File: config.mk
export PLATFORM = sky130hd
export DESIGN_NAME = window_buf_flat
export DESIGN_NICKNAME = d
export VERILOG_FILES = /design/src/rtl/window_buf_pkg.sv /design/src/rtl/window_buf_if.sv /design/src/rtl/window_buf_shift_line.sv /design/src/rtl/window_buf.sv /design/src/flat_wrapper.sv
export SDC_FILE = /design/constraint.sdc
export NUM_CORES = 1
export LEC_CHECK = 0
export BUFFER_PORTS_ARGS = -buffer_cell sky130_fd_sc_hd__buf_4
export CAP_MARGIN = 25
export CELL_PAD_IN_SITES_DETAIL_PLACEMENT = 1
export CELL_PAD_IN_SITES_GLOBAL_PLACEMENT = 1
export CORE_MARGIN = 5
export CORE_UTILIZATION = 50
export CTS_BUF_LIST = sky130_fd_sc_hd__clkbuf_2 sky130_fd_sc_hd__clkbuf_4 sky130_fd_sc_hd__clkbuf_8
export DETAILED_ROUTE_END_ITERATION = 12
export PLACE_DENSITY = 0.75
export SLEW_MARGIN = 20
export SYNTH_ARGS = -nofsm -noshare
export SYNTH_HDL_FRONTEND = slang
export SYNTH_HIERARCHICAL = 1
export SYNTH_SLANG_ARGS = --single-unit
export TNS_END_PERCENT = 5
File: constraint.sdc
create_clock -name clk -period 78 [get_ports clk]
set_clock_uncertainty 0.2 [all_clocks]
set_input_delay 19.5 -clock clk [delete_from_list [all_inputs] [get_ports clk]]
set_output_delay 19.5 -clock clk [all_outputs]
set_load 0.01 [all_outputs]
File: src/rtl/window_buf_pkg.sv
`default_nettype none
// ============================================================================
// Module      : window_buf_pkg
// Description : Shared defaults for the 3x3 window generator.
//               The interface and the top import this package.
// Revision    : 1.0 - initial release
// ============================================================================
package window_buf_pkg;

    // Default raster geometry and element width
    localparam int c_DEF_ELEM_LEN  = 1;
    localparam int c_DEF_LINE_LEN  = 640;
    localparam int c_DEF_NUM_LINES = 480;

endpackage
`default_nettype wire

File: src/rtl/window_buf_if.sv
`default_nettype none
// ============================================================================
// Module      : window_buf_if
// Description : Pixel-in / window-out bundle of the 3x3 window generator.
//               slave = the window block, master = the pixel source/sink.
// Revision    : 1.0 - initial release
// ============================================================================
interface window_buf_if
    import window_buf_pkg::*;
#(
    parameter int ELEM_LEN  = c_DEF_ELEM_LEN,
    parameter int LINE_LEN  = c_DEF_LINE_LEN,
    parameter int NUM_LINES = c_DEF_NUM_LINES
);
    localparam int c_XW = $clog2(LINE_LEN);
    localparam int c_YW = $clog2(NUM_LINES);

    logic                in_valid;
    logic                in_ready;
    logic                sof;
    logic [ELEM_LEN-1:0] pixel_in;

    logic                out_valid;
    logic [c_XW-1:0]     out_x;
    logic [c_YW-1:0]     out_y;
    logic [ELEM_LEN-1:0] a0, a1, a2, a3, a4, a5, a6, a7, pix;

    modport slave (
        input  in_valid, sof, pixel_in,
        output in_ready, out_valid, out_x, out_y,
               a0, a1, a2, a3, a4, a5, a6, a7, pix
    );

    modport master (
        output in_valid, sof, pixel_in,
        input  in_ready, out_valid, out_x, out_y,
               a0, a1, a2, a3, a4, a5, a6, a7, pix
    );

endinterface
`default_nettype wire

File: src/rtl/window_buf_shift_line.sv
`default_nettype none
// ============================================================================
// Module      : shift_line
// Description : Enable-gated delay line of DEPTH elements. o_dout is the
//               oldest stored element. Contents are never reset.
// Revision    : 1.0 - initial release
// ============================================================================
module shift_line #(
    parameter int ELEM_LEN = 1,
    parameter int DEPTH    = 4
) (
    input  logic                clk,
    input  logic                i_en,
    input  logic [ELEM_LEN-1:0] i_din,
    output logic [ELEM_LEN-1:0] o_dout
);

    logic [ELEM_LEN-1:0] r_mem [DEPTH];

    // Shift one position per enabled cycle, newest element at index 0
    always_ff @(posedge clk) begin
        if (i_en) begin
            r_mem[0] <= i_din;
            for (int k = 1; k < DEPTH; k++) begin
                r_mem[k] <= r_mem[k-1];
            end
        end
    end

    assign o_dout = r_mem[DEPTH-1];

endmodule
`default_nettype wire

File: src/rtl/window_buf.sv
`default_nettype none
// ============================================================================
// Module      : window_buf
// Description : 3x3 neighbourhood generator for raster-order pixel streams
//               with accept handshake, border padding and end-of-frame flush.
// Revision    : 1.0 - initial release
// ============================================================================
module window_buf
    import window_buf_pkg::*;
#(
    parameter int                  ELEM_LEN  = c_DEF_ELEM_LEN,
    parameter int                  LINE_LEN  = c_DEF_LINE_LEN,
    parameter int                  NUM_LINES = c_DEF_NUM_LINES,
    parameter logic [ELEM_LEN-1:0] PAD_VAL   = '0
) (
    input  logic        clk,
    input  logic        rst,
    window_buf_if.slave bus
);

    localparam int c_XW = $clog2(LINE_LEN);
    localparam int c_YW = $clog2(NUM_LINES);
    localparam int c_FW = $clog2(LINE_LEN + 2);

    localparam logic [1:0] c_ST_IDLE  = 2'd0;
    localparam logic [1:0] c_ST_FILL  = 2'd1;
    localparam logic [1:0] c_ST_RUN   = 2'd2;
    localparam logic [1:0] c_ST_FLUSH = 2'd3;

    localparam logic [c_XW-1:0] c_X_LAST = c_XW'(LINE_LEN - 1);
    localparam logic [c_YW-1:0] c_Y_LAST = c_YW'(NUM_LINES - 1);
    // Centre position whose window is produced by the last pixel of a frame
    localparam logic [c_XW-1:0] c_X_PRE  = c_XW'(LINE_LEN - 2);
    localparam logic [c_YW-1:0] c_Y_PRE  = c_YW'(NUM_LINES - 2);
    // Beat count (fill) or beat index (flush) at which the state moves on
    localparam logic [c_FW-1:0] c_CNT_END = c_FW'(LINE_LEN);

    logic [1:0]      r_state, w_state_nxt;
    logic [c_FW-1:0] r_cnt, w_cnt_nxt;
    logic [c_XW-1:0] r_cx, w_cx_nxt;    // centre of the next window to emit
    logic [c_YW-1:0] r_cy, w_cy_nxt;
    logic            r_in_ready;

    logic                w_accept;
    logic                w_adv;
    logic                w_adv_en;
    logic                w_emit;
    logic [ELEM_LEN-1:0] w_din;
    logic [ELEM_LEN-1:0] w_la_out;      // pixel one line back
    logic [ELEM_LEN-1:0] w_lb_out;      // pixel two lines back

    // Two trailing window columns, index 0 = top, 1 = middle, 2 = bottom
    logic [2:0][ELEM_LEN-1:0] r_col1, r_col2;

    logic                w_pad_t, w_pad_b, w_pad_l, w_pad_r;
    logic                r_out_valid;
    logic [c_XW-1:0]     r_out_x;
    logic [c_YW-1:0]     r_out_y;
    logic [ELEM_LEN-1:0] r_a0, r_a1, r_a2, r_a3, r_a4, r_a5, r_a6, r_a7, r_pix;

    assign w_accept = bus.in_valid & r_in_ready;
    assign w_adv_en = w_adv & ~rst;

    // State, beat counter and centre-coordinate register
    always_ff @(posedge clk) begin
        if (rst) begin
            r_state    <= c_ST_IDLE;
            r_cnt      <= '0;
            r_cx       <= '0;
            r_cy       <= '0;
            r_in_ready <= 1'b1;
        end else begin
            r_state    <= w_state_nxt;
            r_cnt      <= w_cnt_nxt;
            r_cx       <= w_cx_nxt;
            r_cy       <= w_cy_nxt;
            r_in_ready <= (w_state_nxt != c_ST_FLUSH);
        end
    end

    // Next-state, advance/emit decisions and centre-coordinate stepping
    always_comb begin
        w_state_nxt = r_state;
        w_cnt_nxt   = r_cnt;
        w_cx_nxt    = r_cx;
        w_cy_nxt    = r_cy;
        w_adv       = 1'b0;
        w_emit      = 1'b0;
        w_din       = bus.pixel_in;
        if (w_accept && bus.sof) begin
            // sof always (re)starts a frame: this beat is pixel (0,0)
            w_adv       = 1'b1;
            w_state_nxt = c_ST_FILL;
            w_cnt_nxt   = c_FW'(1);
            w_cx_nxt    = '0;
            w_cy_nxt    = '0;
        end else begin
            case (r_state)
                c_ST_FILL: begin
                    if (w_accept) begin
                        w_adv     = 1'b1;
                        w_cnt_nxt = r_cnt + 1'b1;
                        if (r_cnt == c_CNT_END) begin
                            w_state_nxt = c_ST_RUN;
                        end
                    end
                end
                c_ST_RUN: begin
                    if (w_accept) begin
                        w_adv  = 1'b1;
                        w_emit = 1'b1;
                        if (r_cx == c_X_PRE && r_cy == c_Y_PRE) begin
                            w_state_nxt = c_ST_FLUSH;
                            w_cnt_nxt   = '0;
                        end
                    end
                end
                c_ST_FLUSH: begin
                    w_adv     = 1'b1;
                    w_emit    = 1'b1;
                    w_din     = PAD_VAL;
                    w_cnt_nxt = r_cnt + 1'b1;
                    if (r_cnt == c_CNT_END) begin
                        w_state_nxt = c_ST_IDLE;
                    end
                end
                default: begin
                    // IDLE: beats without sof are dropped
                end
            endcase
        end
        if (w_emit) begin
            if (r_cx == c_X_LAST) begin
                w_cx_nxt = '0;
                w_cy_nxt = (r_cy == c_Y_LAST) ? '0 : r_cy + 1'b1;
            end else begin
                w_cx_nxt = r_cx + 1'b1;
            end
        end
    end

    shift_line #(
        .ELEM_LEN (ELEM_LEN),
        .DEPTH    (LINE_LEN)
    ) u_line_a (
        .clk    (clk),
        .i_en   (w_adv_en),
        .i_din  (w_din),
        .o_dout (w_la_out)
    );

    shift_line #(
        .ELEM_LEN (ELEM_LEN),
        .DEPTH    (LINE_LEN)
    ) u_line_b (
        .clk    (clk),
        .i_en   (w_adv_en),
        .i_din  (w_la_out),
        .o_dout (w_lb_out)
    );

    // Trailing columns: the newest column is formed from the line outputs
    always_ff @(posedge clk) begin
        if (w_adv_en) begin
            r_col2 <= r_col1;
            r_col1 <= {w_din, w_la_out, w_lb_out};
        end
    end

    assign w_pad_t = (r_cy == '0);
    assign w_pad_b = (r_cy == c_Y_LAST);
    assign w_pad_l = (r_cx == '0);
    assign w_pad_r = (r_cx == c_X_LAST);

    // Registered, border-padded window for the centre at (r_cx, r_cy)
    always_ff @(posedge clk) begin
        if (rst) begin
            r_out_valid <= 1'b0;
            r_out_x     <= '0;
            r_out_y     <= '0;
            r_a0        <= '0;
            r_a1        <= '0;
            r_a2        <= '0;
            r_a3        <= '0;
            r_a4        <= '0;
            r_a5        <= '0;
            r_a6        <= '0;
            r_a7        <= '0;
            r_pix       <= '0;
        end else begin
            r_out_valid <= w_emit;
            if (w_emit) begin
                r_out_x <= r_cx;
                r_out_y <= r_cy;
                r_a0    <= (w_pad_t | w_pad_l) ? PAD_VAL : r_col2[0];
                r_a1    <= w_pad_t             ? PAD_VAL : r_col1[0];
                r_a2    <= (w_pad_t | w_pad_r) ? PAD_VAL : w_lb_out;
                r_a3    <= w_pad_r             ? PAD_VAL : w_la_out;
                r_a4    <= (w_pad_b | w_pad_r) ? PAD_VAL : w_din;
                r_a5    <= w_pad_b             ? PAD_VAL : r_col1[2];
                r_a6    <= (w_pad_b | w_pad_l) ? PAD_VAL : r_col2[2];
                r_a7    <= w_pad_l             ? PAD_VAL : r_col2[1];
                r_pix   <= r_col1[1];
            end
        end
    end

    assign bus.in_ready  = r_in_ready;
    assign bus.out_valid = r_out_valid;
    assign bus.out_x     = r_out_x;
    assign bus.out_y     = r_out_y;
    assign bus.a0        = r_a0;
    assign bus.a1        = r_a1;
    assign bus.a2        = r_a2;
    assign bus.a3        = r_a3;
    assign bus.a4        = r_a4;
    assign bus.a5        = r_a5;
    assign bus.a6        = r_a6;
    assign bus.a7        = r_a7;
    assign bus.pix       = r_pix;

endmodule
`default_nettype wire

File: src/flat_wrapper.sv
// flat-port wrapper written by rule: the top's interface ports become plain ports
module window_buf_flat import window_buf_pkg::*;
#(
    parameter int                  ELEM_LEN  = c_DEF_ELEM_LEN,
    parameter int                  LINE_LEN  = c_DEF_LINE_LEN,
    parameter int                  NUM_LINES = c_DEF_NUM_LINES,
    parameter logic [ELEM_LEN-1:0] PAD_VAL   = '0
)
  (clk, rst, bus_in_valid, bus_sof, bus_pixel_in, bus_in_ready, bus_out_valid, bus_out_x, bus_out_y, bus_a0, bus_a1, bus_a2, bus_a3, bus_a4, bus_a5, bus_a6, bus_a7, bus_pix);
  window_buf_if #(.ELEM_LEN(ELEM_LEN), .LINE_LEN(LINE_LEN), .NUM_LINES(NUM_LINES)) bus_i ();
  input  logic clk;
  input  logic rst;
  input wire logic [$bits(bus_i.in_valid)-1:0] bus_in_valid;
  input wire logic [$bits(bus_i.sof)-1:0] bus_sof;
  input wire logic [$bits(bus_i.pixel_in)-1:0] bus_pixel_in;
  output wire logic [$bits(bus_i.in_ready)-1:0] bus_in_ready;
  output wire logic [$bits(bus_i.out_valid)-1:0] bus_out_valid;
  output wire logic [$bits(bus_i.out_x)-1:0] bus_out_x;
  output wire logic [$bits(bus_i.out_y)-1:0] bus_out_y;
  output wire logic [$bits(bus_i.a0)-1:0] bus_a0;
  output wire logic [$bits(bus_i.a1)-1:0] bus_a1;
  output wire logic [$bits(bus_i.a2)-1:0] bus_a2;
  output wire logic [$bits(bus_i.a3)-1:0] bus_a3;
  output wire logic [$bits(bus_i.a4)-1:0] bus_a4;
  output wire logic [$bits(bus_i.a5)-1:0] bus_a5;
  output wire logic [$bits(bus_i.a6)-1:0] bus_a6;
  output wire logic [$bits(bus_i.a7)-1:0] bus_a7;
  output wire logic [$bits(bus_i.pix)-1:0] bus_pix;
  assign bus_i.in_valid = bus_in_valid;
  assign bus_i.sof = bus_sof;
  assign bus_i.pixel_in = bus_pixel_in;
  assign bus_in_ready = bus_i.in_ready;
  assign bus_out_valid = bus_i.out_valid;
  assign bus_out_x = bus_i.out_x;
  assign bus_out_y = bus_i.out_y;
  assign bus_a0 = bus_i.a0;
  assign bus_a1 = bus_i.a1;
  assign bus_a2 = bus_i.a2;
  assign bus_a3 = bus_i.a3;
  assign bus_a4 = bus_i.a4;
  assign bus_a5 = bus_i.a5;
  assign bus_a6 = bus_i.a6;
  assign bus_a7 = bus_i.a7;
  assign bus_pix = bus_i.pix;
  window_buf #(.ELEM_LEN(ELEM_LEN), .LINE_LEN(LINE_LEN), .NUM_LINES(NUM_LINES), .PAD_VAL(PAD_VAL)) u_core (.clk(clk), .rst(rst), .bus(bus_i));
endmodule
==> results.tsv, run 1 <==
stage	metric	value	unit
outcome	outcome	completed	
timing	worst_slew_pin_slew	1.13	ns
layout	final_layout_size_suffix_gt1_share	17.8	%
floorplanning	start_util	50.6	%
floorplanning	row_count	105	
global_route	grt_pass1_wl	92900	um
placed_design	dp_slack	53.71	ns
layout	layout_common_cells	1286 x edfxtp_1, 200 x clkbuf_8, 68 x nand2_1	
worst_setup_path	critical_path_class	primary input to flop	
timing	rsz0062_at_grt	no	
cts	clock-sinks	1347	
global_route	antenna_found_initial	1	
drt	viasPerCell	4.97	
cts	cts_resized	0	
cts	clk_pin_slew	0.06	ns
power_and_ir_drop	p_leak	11.0	nW
min_path	hp-class	flop to flop	
floorplanning	io_pins	35	
logic_synthesis	ys_warn_count	6	
cts	cts_tree	done	
worst_setup_path	setup.worst_path.start_class	primary input	
worst_setup_path	regToRegStartpoint	u_core/r_state[1]	
logic_synthesis	netlist_instances	1665	
layout	fin_util	57.2	%
global_route	grt_use_total	13.2	%
timing	maxSlewHeadroom	24.8	%
worst_setup_path	arrival	23.28	ns
power_and_ir_drop	ir_drop	19.7	uV
logic_synthesis	postSynthAreaPerCell	25.0	um^2
logic_synthesis	async_flop_share	0	%
cts	hold_buffers	0	
min_path	hold-path-cell-count	0	
drt	ant_nets	0	
placed_design	place_area	43200	um^2
cts	cts_max_path_buffers	3	
layout	finalInstanceArea	47100	um^2
worst_setup_path	crit_fanout	230	
worst_setup_path	r2r_slack	73.10	ns
placed_design	placedCellCount	2757	
min_path	worstHoldStart	u_core/u_line_b/r_mem[4][125]	
timing	slew_viol_final	0	
logic_synthesis	ys_seq_area_share	95.6	%
cts	cts-root-buf	clkbuf_8	
placed_design	io_buffers	34	
timing	fin_ws	54.97	ns
worst_setup_path	reg2reg_depth	10	
floorplanning	core_region_area	82400	um^2
timing	fmax	0.0434	GHz
logic_synthesis	synthesis.area	41700	um^2
timing	finalHoldViolations	0	
logic_synthesis	ys_types	58	
placed_design	gp_congestion	0.796	
timing	period_minus_slack	23.03	ns
power_and_ir_drop	p_per_area	28.5	nW/um^2
job	drv_cap	0	
cts	htreeDepth	4	
cts	cts_made_buffers	193	
layout	fin_cells	3111	
min_path	min_to	u_core/u_line_b/r_mem[4][126]	
worst_setup_path	end_kind	flop	
worst_setup_path	required	78.25	ns
timing	tns	0	ns
global_route	grt_max_degree	231	
power_and_ir_drop	finalPower	1.34	mW
drt	vias	15447	
drt	drtIter0Drc	1105	
timing	setup_viol	0	
logic_synthesis	syn_nets	1682	
cts	cts_setup_buffers	0	
timing	timing.hold.ws	0.200	ns
layout	layout_commonest_cell	edfxtp_1	
global_route	gr-total-overflow	0	
layout	area_growth	13.1	%
timing	fin_crit_sh	29.5	%
drt	drc_errors	0	
layout	nets	1902	
layout	fillCellCount	6906	
logic_synthesis	ys_ff_latch	1347	
floorplanning	dieArea	89200	um^2
worst_setup_path	r2r-end	u_core/u_line_a/r_mem[1][8]	
floorplanning	fp.dieH	299	um
drt	first_pass_iters	6	
logic_synthesis	synth_flop_cell	edfxtp_1	
floorplanning	die_w	299	um
drt	drt-total-wl	59300	um
cts	clkLatencyLatePin	0.81	ns
logic_synthesis	synth_edf_count	1286	
placed_design	dp_hpwl	27100	um
drt	wl_per_cell	19.1	um
global_route	grt_pass1_vias	16259	
-- sequential cells by signal, summed over array words and instances, names as in the netlist, 2 cells and up --
register	flops
u_core/u_line_a/r_mem	640
u_core/r_col1	3
u_core/u_line_b/r_mem	640
u_core/r_cy	9
u_core/r_cnt	10
u_core/bus.out_x	10
u_core/bus.out_y	9
u_core/r_state	2
u_core/r_cx	10
u_core/r_col2	3
-- layout make-up --
cell class              count  area, um^2  share of cell area [%]
flip-flops and latches   1347       39800                    84.6
clock buffers             264        3230                    6.86
multi-input cells         282        1640                    3.48
well taps                1070        1340                    2.84
clock inverters            85         551                    1.17
repair buffers             49         465                   0.988
inverters                  12        45.0                  0.0956
diodes                      2        5.00                  0.0106
-- worst max-delay path, cell delays in order --
cell,delay [ns]
buf_4,0.12
and3_1,0.30
nor2_1,0.15
nor2_4,0.69
buf_12,0.83
buf_12,0.74
buf_4,0.45
buf_16,0.33
-- worst max-delay path by stage --
stage | cells past startpoint | from | end | slack, ns
after floorplan | 4 | bus_sof | u_core/r_col1[0] | 1.18
after global placement | 7 | bus_in_valid | u_core/u_line_b/r_mem[1][15] | 54.01
after detailed placement | 7 | bus_in_valid | u_core/u_line_b/r_mem[1][23] | 53.71
after CTS | 7 | bus_in_valid | u_core/u_line_b/r_mem[1][22] | 54.72
after global routing | 8 | bus_in_valid | u_core/u_line_b/r_mem[1][27] | 54.62
final | 8 | bus_in_valid | u_core/u_line_a/r_mem[1][8] | 54.97
-- synth_stat cells, types with 7 or more instances --
| library cell | n | share of area (%) |
|---|---|---|
| nor2_1 | 32 | 0.29 |
| a311oi_1 | 7 | 0.15 |
| nand3_1 | 15 | 0.18 |
| clkbuf_1 | 7 | 0.063 |
| o21ai_0 | 15 | 0.18 |
| nor3_1 | 7 | 0.084 |
| a21oi_1 | 40 | 0.48 |
| inv_1 | 12 | 0.11 |
| nand4_1 | 8 | 0.12 |
| nand2_1 | 68 | 0.61 |
| edfxtp_1 | 1286 | 93 |
| dfxtp_1 | 61 | 2.9 |
| a31oi_1 | 7 | 0.11 |
| ha_1 | 12 | 0.36 |
-- where the power goes --
part / internal (mW) / leakage (nW) / total, mW / switching, mW
registers: 0.789 / 8.22 / 0.789 / 0.000345
logic: 0.00154 / 0.739 / 0.0132 / 0.0116
clock network: 0.289 / 2.01 / 0.540 / 0.251
total: 1.08 / 11.0 / 1.34 / 0.263
-- routing by layer --
| metal | share of wire [%] | up-vias | track usage, % |
|---|---|---|---|
| met5 | 0 | - | 0 |
| met4 | 2.2 | 0 | 5.22 |
| met3 | 4.5 | 96 | 3.53 |
| met2 | 47 | 365 | 20.4 |
| met1 | 46 | 7876 | 18.2 |
| li1 | - | 7110 | - |
-- kinds of logic (layout without fill, tap and decap cells) --
logic type	count (synthesis)	count (layout)	share of synthesized area (%)
buffers and inverters	36	410	0.466
flip-flops	1347	1347	95.6
AO/OA/AOI/OAI	101	101	1.55
multiplexers	1	1	0.0240
other	0	2	0
AND/OR/NAND/NOR	166	166	1.94
XOR/XNOR	2	2	0.0421
adder cells (fa/ha/maj)	12	12	0.360
Power figures use the tool's default switching activity.
==> run 2: changes to the inputs <==
PLACE_DENSITY = 0.72   (was 0.75)
clock period = 22.1 ns   (was 78 ns; I/O delays follow)
==> run 2 against run 1 <==
Effect of this change:
- critical path type unchanged
- clock power grew to 3.4 times the previous value
- setup slack got worse by 41 ns
- register-to-register slack worse by 55 ns
- hold slack worse by 0.0083 ns
- sequential cell count stayed put
- sequential share of layout area increased by 0.31 points
- utilization shrank 0.21 points
- final cell count shrank 0.48%
- clock-buffer cell count shrank 5
- die area unchanged
- non-clock buffer count stayed put
==> results.tsv, run 2 (same netlist as run 1, synthesis figures left out) <==
stage	metric	value	unit	change
outcome	outcome	completed		
worst_setup_path	r2r_slack	18.04	ns	-55.06 ns
global_route	grt_max_degree	228		-1.3%
placed_design	dp_slack	12.43	ns	-41.28 ns
job	drv_cap	0		unchanged
power_and_ir_drop	power_frac_seq	59.8	%	+1.0 points
drt	wl_per_cell	18.4	um	-3.5%
timing	slew_viol_final	0		unchanged
power_and_ir_drop	ir_drop	72.5	uV	+270%
worst_setup_path	crit_fanout	227		-1.3%
min_path	hp-class	flop to flop		
drt	drt-total-wl	57000	um	-4.0%
layout	layout_commonest_cell	edfxtp_1		
worst_setup_path	arrival	8.31	ns	-14.97 ns
global_route	gr-total-overflow	0		unchanged
worst_setup_path	end_kind	flop		
drt	first_pass_iters	5		-1
timing	finalHoldViolations	0		unchanged
cts	clk_pin_slew	0.07	ns	about the same
timing	worst_slew_pin_slew	1.09	ns	-0.0425 ns
floorplanning	fp.dieH	299	um	unchanged
global_route	antenna_found_initial	2		+1
cts	cts_tree	done		
global_route	grt_pass1_wl	89300	um	-3.8%
timing	rsz0062_at_grt	no		
layout	area_growth	12.7	%	
cts	hold_buffers	0		unchanged
placed_design	dp_hpwl	25400	um	-6.3%
worst_setup_path	critical_path_class	primary input to flop		
floorplanning	dieArea	89200	um^2	unchanged
drt	drc_errors	0		unchanged
floorplanning	io_pins	35		unchanged
layout	layout_common_cells	1286 x edfxtp_1, 201 x clkbuf_8, 68 x nand2_1		
layout	top_regs	u_core/u_line_a/r_mem x640, u_core/u_line_b/r_mem x640		
timing	maxSlewHeadroom	27.6	%	+2.8 points
layout	fin_util	57.0	%	-0.21 points
drt	viasPerCell	4.98		+0.30%
cts	cts_max_path_buffers	3		unchanged
cts	htreeDepth	4		unchanged
cts	clock-sinks	1347		unchanged
floorplanning	row_count	105		unchanged
timing	timing.hold.ws	0.192	ns	-0.00832 ns
power_and_ir_drop	intPower	3.74	mW	+250%
cts	cts-root-buf	clkbuf_8		
placed_design	placedCellCount	2757		unchanged
cts	cts_resized	0		unchanged
layout	nets	1900		-0.11%
timing	setup_viol	0		unchanged
global_route	grt_pass1_vias	16059		-1.2%
timing	fin_crit_sh	36.6	%	
timing	fmax	0.124	GHz	
drt	vias	15418		-0.19%
power_and_ir_drop	p_per_area	99.2	nW/um^2	+250%
drt	drtIter0Drc	1404		+27%
power_and_ir_drop	p_sw	918	uW	+250%
power_and_ir_drop	p_leak	10.9	nW	-0.91%
power_and_ir_drop	switching_share	19.7	%	+0.10 points
cts	cts_made_buffers	191		-1.0%
layout	fin_cells	3096		-0.48%
placed_design	gp_congestion	0.770		-3.2%
worst_setup_path	required	22.32	ns	-55.93 ns
layout	final_layout_size_suffix_gt1_share	17.7	%	-0.057 points
cts	cts_setup_buffers	0		unchanged
floorplanning	core_region_area	82400	um^2	unchanged
power_and_ir_drop	pwr-share-clk	39.2	%	-1.0 points
global_route	grt_use_total	12.6	%	-0.60 points
floorplanning	die_w	299	um	unchanged
timing	period_minus_slack	8.10	ns	
worst_setup_path	setup.worst_path.start_class	primary input		
placed_design	io_buffers	34		unchanged
power_and_ir_drop	p_comb_share	1.0	%	about the same
timing	fin_ws	14.00	ns	-40.97 ns
cts	clkLatencyLatePin	0.82	ns	about the same
drt	ant_nets	0		unchanged
floorplanning	start_util	50.6	%	unchanged
run 2: power by group through the flow:
stage               sequential (mW)  combinational [mW]  clock (mW)
floorplan                      2.89              0.0338           0
global placement               2.84              0.0439           0
detailed placement             2.84              0.0469           0
CTS                            2.78              0.0454        1.91
global route                   2.78              0.0510        2.07
finish                         2.78              0.0462        1.83
run 2: per-stage QoR:
stage | instance area (um^2) | power, mW | setup TNS [ns]
6_report | 46900 | 4.66 | 0
5_1_grt | 46900 | 4.90 | 0
4_1_cts | 46900 | 4.74 | 0
3_5_place_dp | 43300 | 2.89 | 0
3_3_place_gp | 43300 | 2.88 | 0
2_1_floorplan | 41700 | 2.93 | -4252.76
run 2: path summary, 6_finish.rpt:
| check | start | to | cells past startpoint |
|---|---|---|---|
| setup / recovery | bus_in_valid | u_core/u_line_b/r_mem[2][71] | 8 |
| hold / removal | u_core/u_line_b/r_mem[0][32] | u_core/u_line_b/r_mem[0][33] | 0 |
| hold reg to reg | u_core/u_line_b/r_mem[0][32] | u_core/u_line_b/r_mem[0][33] | 0 |
| setup reg to reg | u_core/r_state[1] | u_core/u_line_b/r_mem[2][71] | 9 |
run 2: worst max-delay path, cell delays in order:
cell and delay, ns:
buf_4 0.12, a31oi_1 0.09, nor2_1 0.22, nor2_4 0.08
nor2_4 0.12, buf_4 0.34, buf_12 0.75, buf_12 0.83
run 2: cell type report:
type | count | area, um^2
inverters | 12 | 45.0
repair buffers | 49 | 465
flip-flops and latches | 1347 | 39800
clock buffers | 259 | 3200
diodes | 3 | 7.51
fillers | 6875 | 35400
multi-input cells | 282 | 1650
well taps | 1070 | 1340
clock inverters | 74 | 395
run 2: metal layers:
| metal | GRT usage (%) | wire length (um) | up-vias |
|---|---|---|---|
| li1 | - | - | 7099 |
| met1 | 18.1 | 27600 | 7863 |
| met2 | 18.3 | 25300 | 332 |
| met3 | 3.87 | 2750 | 124 |
| met4 | 4.98 | 1340 | 0 |
| met5 | 0 | 0 | - |
==> run 3: changes to the inputs <==
ABC_AREA = 1   (was unset)
clock period = 7.9 ns   (was 22.1 ns; I/O delays follow)
==> run 3 against run 2 <==
Effect of this change:
- sequential power rose to 2.8 times the previous value
- sequential cell count did not move
- critical path depth fell by 1
- cell area rose by 1.0%
==> results.tsv, run 3 <==
stage	metric	value	unit	change
global_route	grt_pass1_vias	16459		+2.5%
timing	fin_crit_sh	50.3	%	
logic_synthesis	synth_top_area_cell	edfxtp_1		
global_route	grt_max_degree	224		-1.8%
placed_design	gp_congestion	0.758		-1.6%
logic_synthesis	netlist_instances	1715		+3.0%
logic_synthesis	async_flop_share	0	%	unchanged
cts	cts_made_buffers	201		+5.2%
power_and_ir_drop	p_per_area	282	nW/um^2	+180%
worst_setup_path	r2r_slack	4.45	ns	-13.59 ns
floorplanning	io_pins	35		unchanged
timing	slew_viol_final	0		unchanged
logic_synthesis	synth_top_area_share	92.7	%	about the same
global_route	grt_pass1_wl	92900	um	+4.0%
cts	clock-sinks	1347		unchanged
placed_design	dp_hpwl	27800	um	+9.5%
drt	drt-total-wl	59100	um	+3.8%
cts	hold_buffers	0		unchanged
logic_synthesis	postSynthAreaPerCell	24.3	um^2	-2.9%
worst_setup_path	regToRegStartpoint	u_core/r_state[0]		
cts	cts_max_path_buffers	3		unchanged
cts	cts_setup_buffers	0		unchanged
global_route	gr-total-overflow	0		unchanged
logic_synthesis	synth_most_common_cell	edfxtp_1		
logic_synthesis	synthTopCellsByArea	edfxtp_1 93%, dfxtp_1 2.9%, nand2_1 0.80%		
layout	fin_cells	3189		+3.0%
drt	ant_nets	0		unchanged
logic_synthesis	synthesis.area	41700	um^2	about the same
placed_design	io_buffers	34		unchanged
timing	finalHoldViolations	0		unchanged
cts	htreeDepth	4		unchanged
global_route	antenna_found_initial	1		-1
cts	cts-root-buf	clkbuf_8		
power_and_ir_drop	p_leak	11.2	nW	+3.5%
layout	final_layout_size_suffix_gt1_share	18.1	%	+0.39 points
worst_setup_path	arrival	4.20	ns	-4.11 ns
timing	maxSlewHeadroom	21.4	%	-6.2 points
logic_synthesis	ys_ff_latch	1347		unchanged
logic_synthesis	synth_edf_count	1286		unchanged
cts	cts_tree	done		
floorplanning	dieArea	89200	um^2	about the same
power_and_ir_drop	ir_drop	171	uV	+140%
worst_setup_path	setup.worst_path.start_class	primary input		
drt	wl_per_cell	18.5	um	+0.81%
logic_synthesis	synth_common_cells	1286 x edfxtp_1, 89 x nand2_1, 61 x dfxtp_1		
cts	clkLatencyLatePin	0.82	ns	about the same
global_route	grt_use_total	13.2	%	+0.62 points
drt	vias	15701		+1.8%
layout	top_regs	u_core/u_line_a/r_mem x640, u_core/u_line_b/r_mem x640		
job	drv_cap	0		unchanged
cts	cts_resized	0		unchanged
layout	fin_util	57.6	%	+0.58 points
worst_setup_path	end_kind	flop		
logic_synthesis	ys_types	35		-40%
logic_synthesis	ys_seq_area_share	95.6	%	about the same
timing	setup_viol	0		unchanged
floorplanning	fp.dieH	299	um	about the same
drt	drc_errors	0		unchanged
drt	first_pass_iters	5		unchanged
timing	rsz0062_at_grt	no		
worst_setup_path	crit_fanout	165		-27%
timing	fmax	0.252	GHz	
floorplanning	row_count	105		unchanged
logic_synthesis	ys_warn_count	6		unchanged
min_path	hold-path-cell-count	0		unchanged
cts	clk_pin_slew	0.06	ns	about the same
logic_synthesis	synth_flop_cell	edfxtp_1		
worst_setup_path	reg2reg_depth	7		-2
floorplanning	core_region_area	82400	um^2	unchanged
floorplanning	die_w	299	um	about the same
layout	area_growth	13.8	%	
worst_setup_path	critical_path_class	primary input to flop		
worst_setup_path	r2r-end	u_core/u_line_a/r_mem[1][34]		
layout	layout_commonest_cell	edfxtp_1		
timing	period_minus_slack	3.97	ns	
drt	viasPerCell	4.92		-1.1%
min_path	hp-class	flop to flop		
timing	worst_slew_pin_slew	1.18	ns	+0.0936 ns
power_and_ir_drop	finalPower	13.4	mW	+190%
drt	drtIter0Drc	1215		-13%
worst_setup_path	required	8.13	ns	-14.19 ns
placed_design	placedCellCount	2820		+2.3%
outcome	outcome	completed		
min_path	worstHoldStart	u_core/u_line_b/r_mem[4][124]		
floorplanning	start_util	50.6	%	about the same
layout	fillCellCount	6922		+0.68%
timing	tns	0	ns	unchanged
logic_synthesis	syn_nets	1732		+3.0%
layout	layout_common_cells	1286 x edfxtp_1, 215 x clkbuf_8, 88 x nand2_1		
layout	nets	1970		+3.7%
min_path	min_to	u_core/u_line_b/r_mem[4][125]		
## run 3: cell count changes after synthesis, sizes merged, moves of 13 or more
| cell | delta |
|---|---|
| inv | +35 |
| nand2 | +25 |
| o21ai | +21 |
| nor2 | +18 |
| nand3 | +15 |
| a21oi | +13 |
## run 3: report_power, final
part / internal [mW] / switching [mW]
Clock: 2.94 / 2.53
Sequential: 7.79 / 0.00398
Combinational: 0.0159 / 0.120
Total: 10.7 / 2.65
## run 3: how the worst max path moves through the flow
stage                            start                           end  slack, ns  depth (start not counted)
final                     bus_in_valid  u_core/u_line_a/r_mem[1][34]       3.93                          7
after global routing      bus_in_valid  u_core/u_line_b/r_mem[4][42]       3.87                          7
after CTS                 bus_in_valid  u_core/u_line_a/r_mem[0][98]       4.06                          7
after detailed placement  bus_in_valid  u_core/u_line_b/r_mem[4][50]       3.04                          7
after global placement    bus_in_valid   u_core/u_line_b/r_mem[2][5]       3.17                          7
after floorplan           bus_in_valid              u_core/r_col1[0]     -16.56                          4
## run 3: through the flow
stage          hold slack [ns]  cell area, um^2  worst slack, ns
3_5_place_dp             0.205            43400             3.04
2_1_floorplan            0.200            41700           -16.56
3_3_place_gp             0.201            43400             3.17
6_report                 0.195            47400             3.93
5_1_grt                  0.195            47400             3.87
4_1_cts                  0.198            47400             4.06
## run 3: logic make-up after synthesis
| kind of cell | after synthesis | share of synthesized area, % |
|---|---|---|
| buffers and inverters | 58 | 0.549 |
| DFF | 1347 | 95.6 |
| adders and majority gates | 12 | 0.360 |
| xor gates and xnor gates | 7 | 0.147 |
| and+or+nand+nor | 192 | 2.04 |
| AOI/OAI and AO/OA | 99 | 1.29 |
## run 3: cell type report
type	count	area, um^2	area share [%]
repair buffers	46	445	0.939
clock buffers	268	3360	7.08
flip-flops and latches	1347	39800	84.0
multi-input cells	310	1640	3.46
diodes	2	5.00	0.0106
well taps	1070	1340	2.82
clock inverters	99	611	1.29
inverters	47	181	0.383
## run 3: routing by layer
layer	GRT usage, %	part of all wire, %	up-vias	wire length [um]
li1	-	-	7217	-
met1	18.5	47	8019	28100
met2	19.7	46	339	26900
met3	3.82	4.3	126	2560
met4	5.53	2.7	0	1590
met5	0	0	-	0
## run 3: worst max-delay path: stages
cell and delay, ns:
buf_4 0.11, nand2_8 0.07, inv_6 0.09, o211ai_1 0.12, a21oi_4 0.78, buf_12 0.29, buf_12 0.58
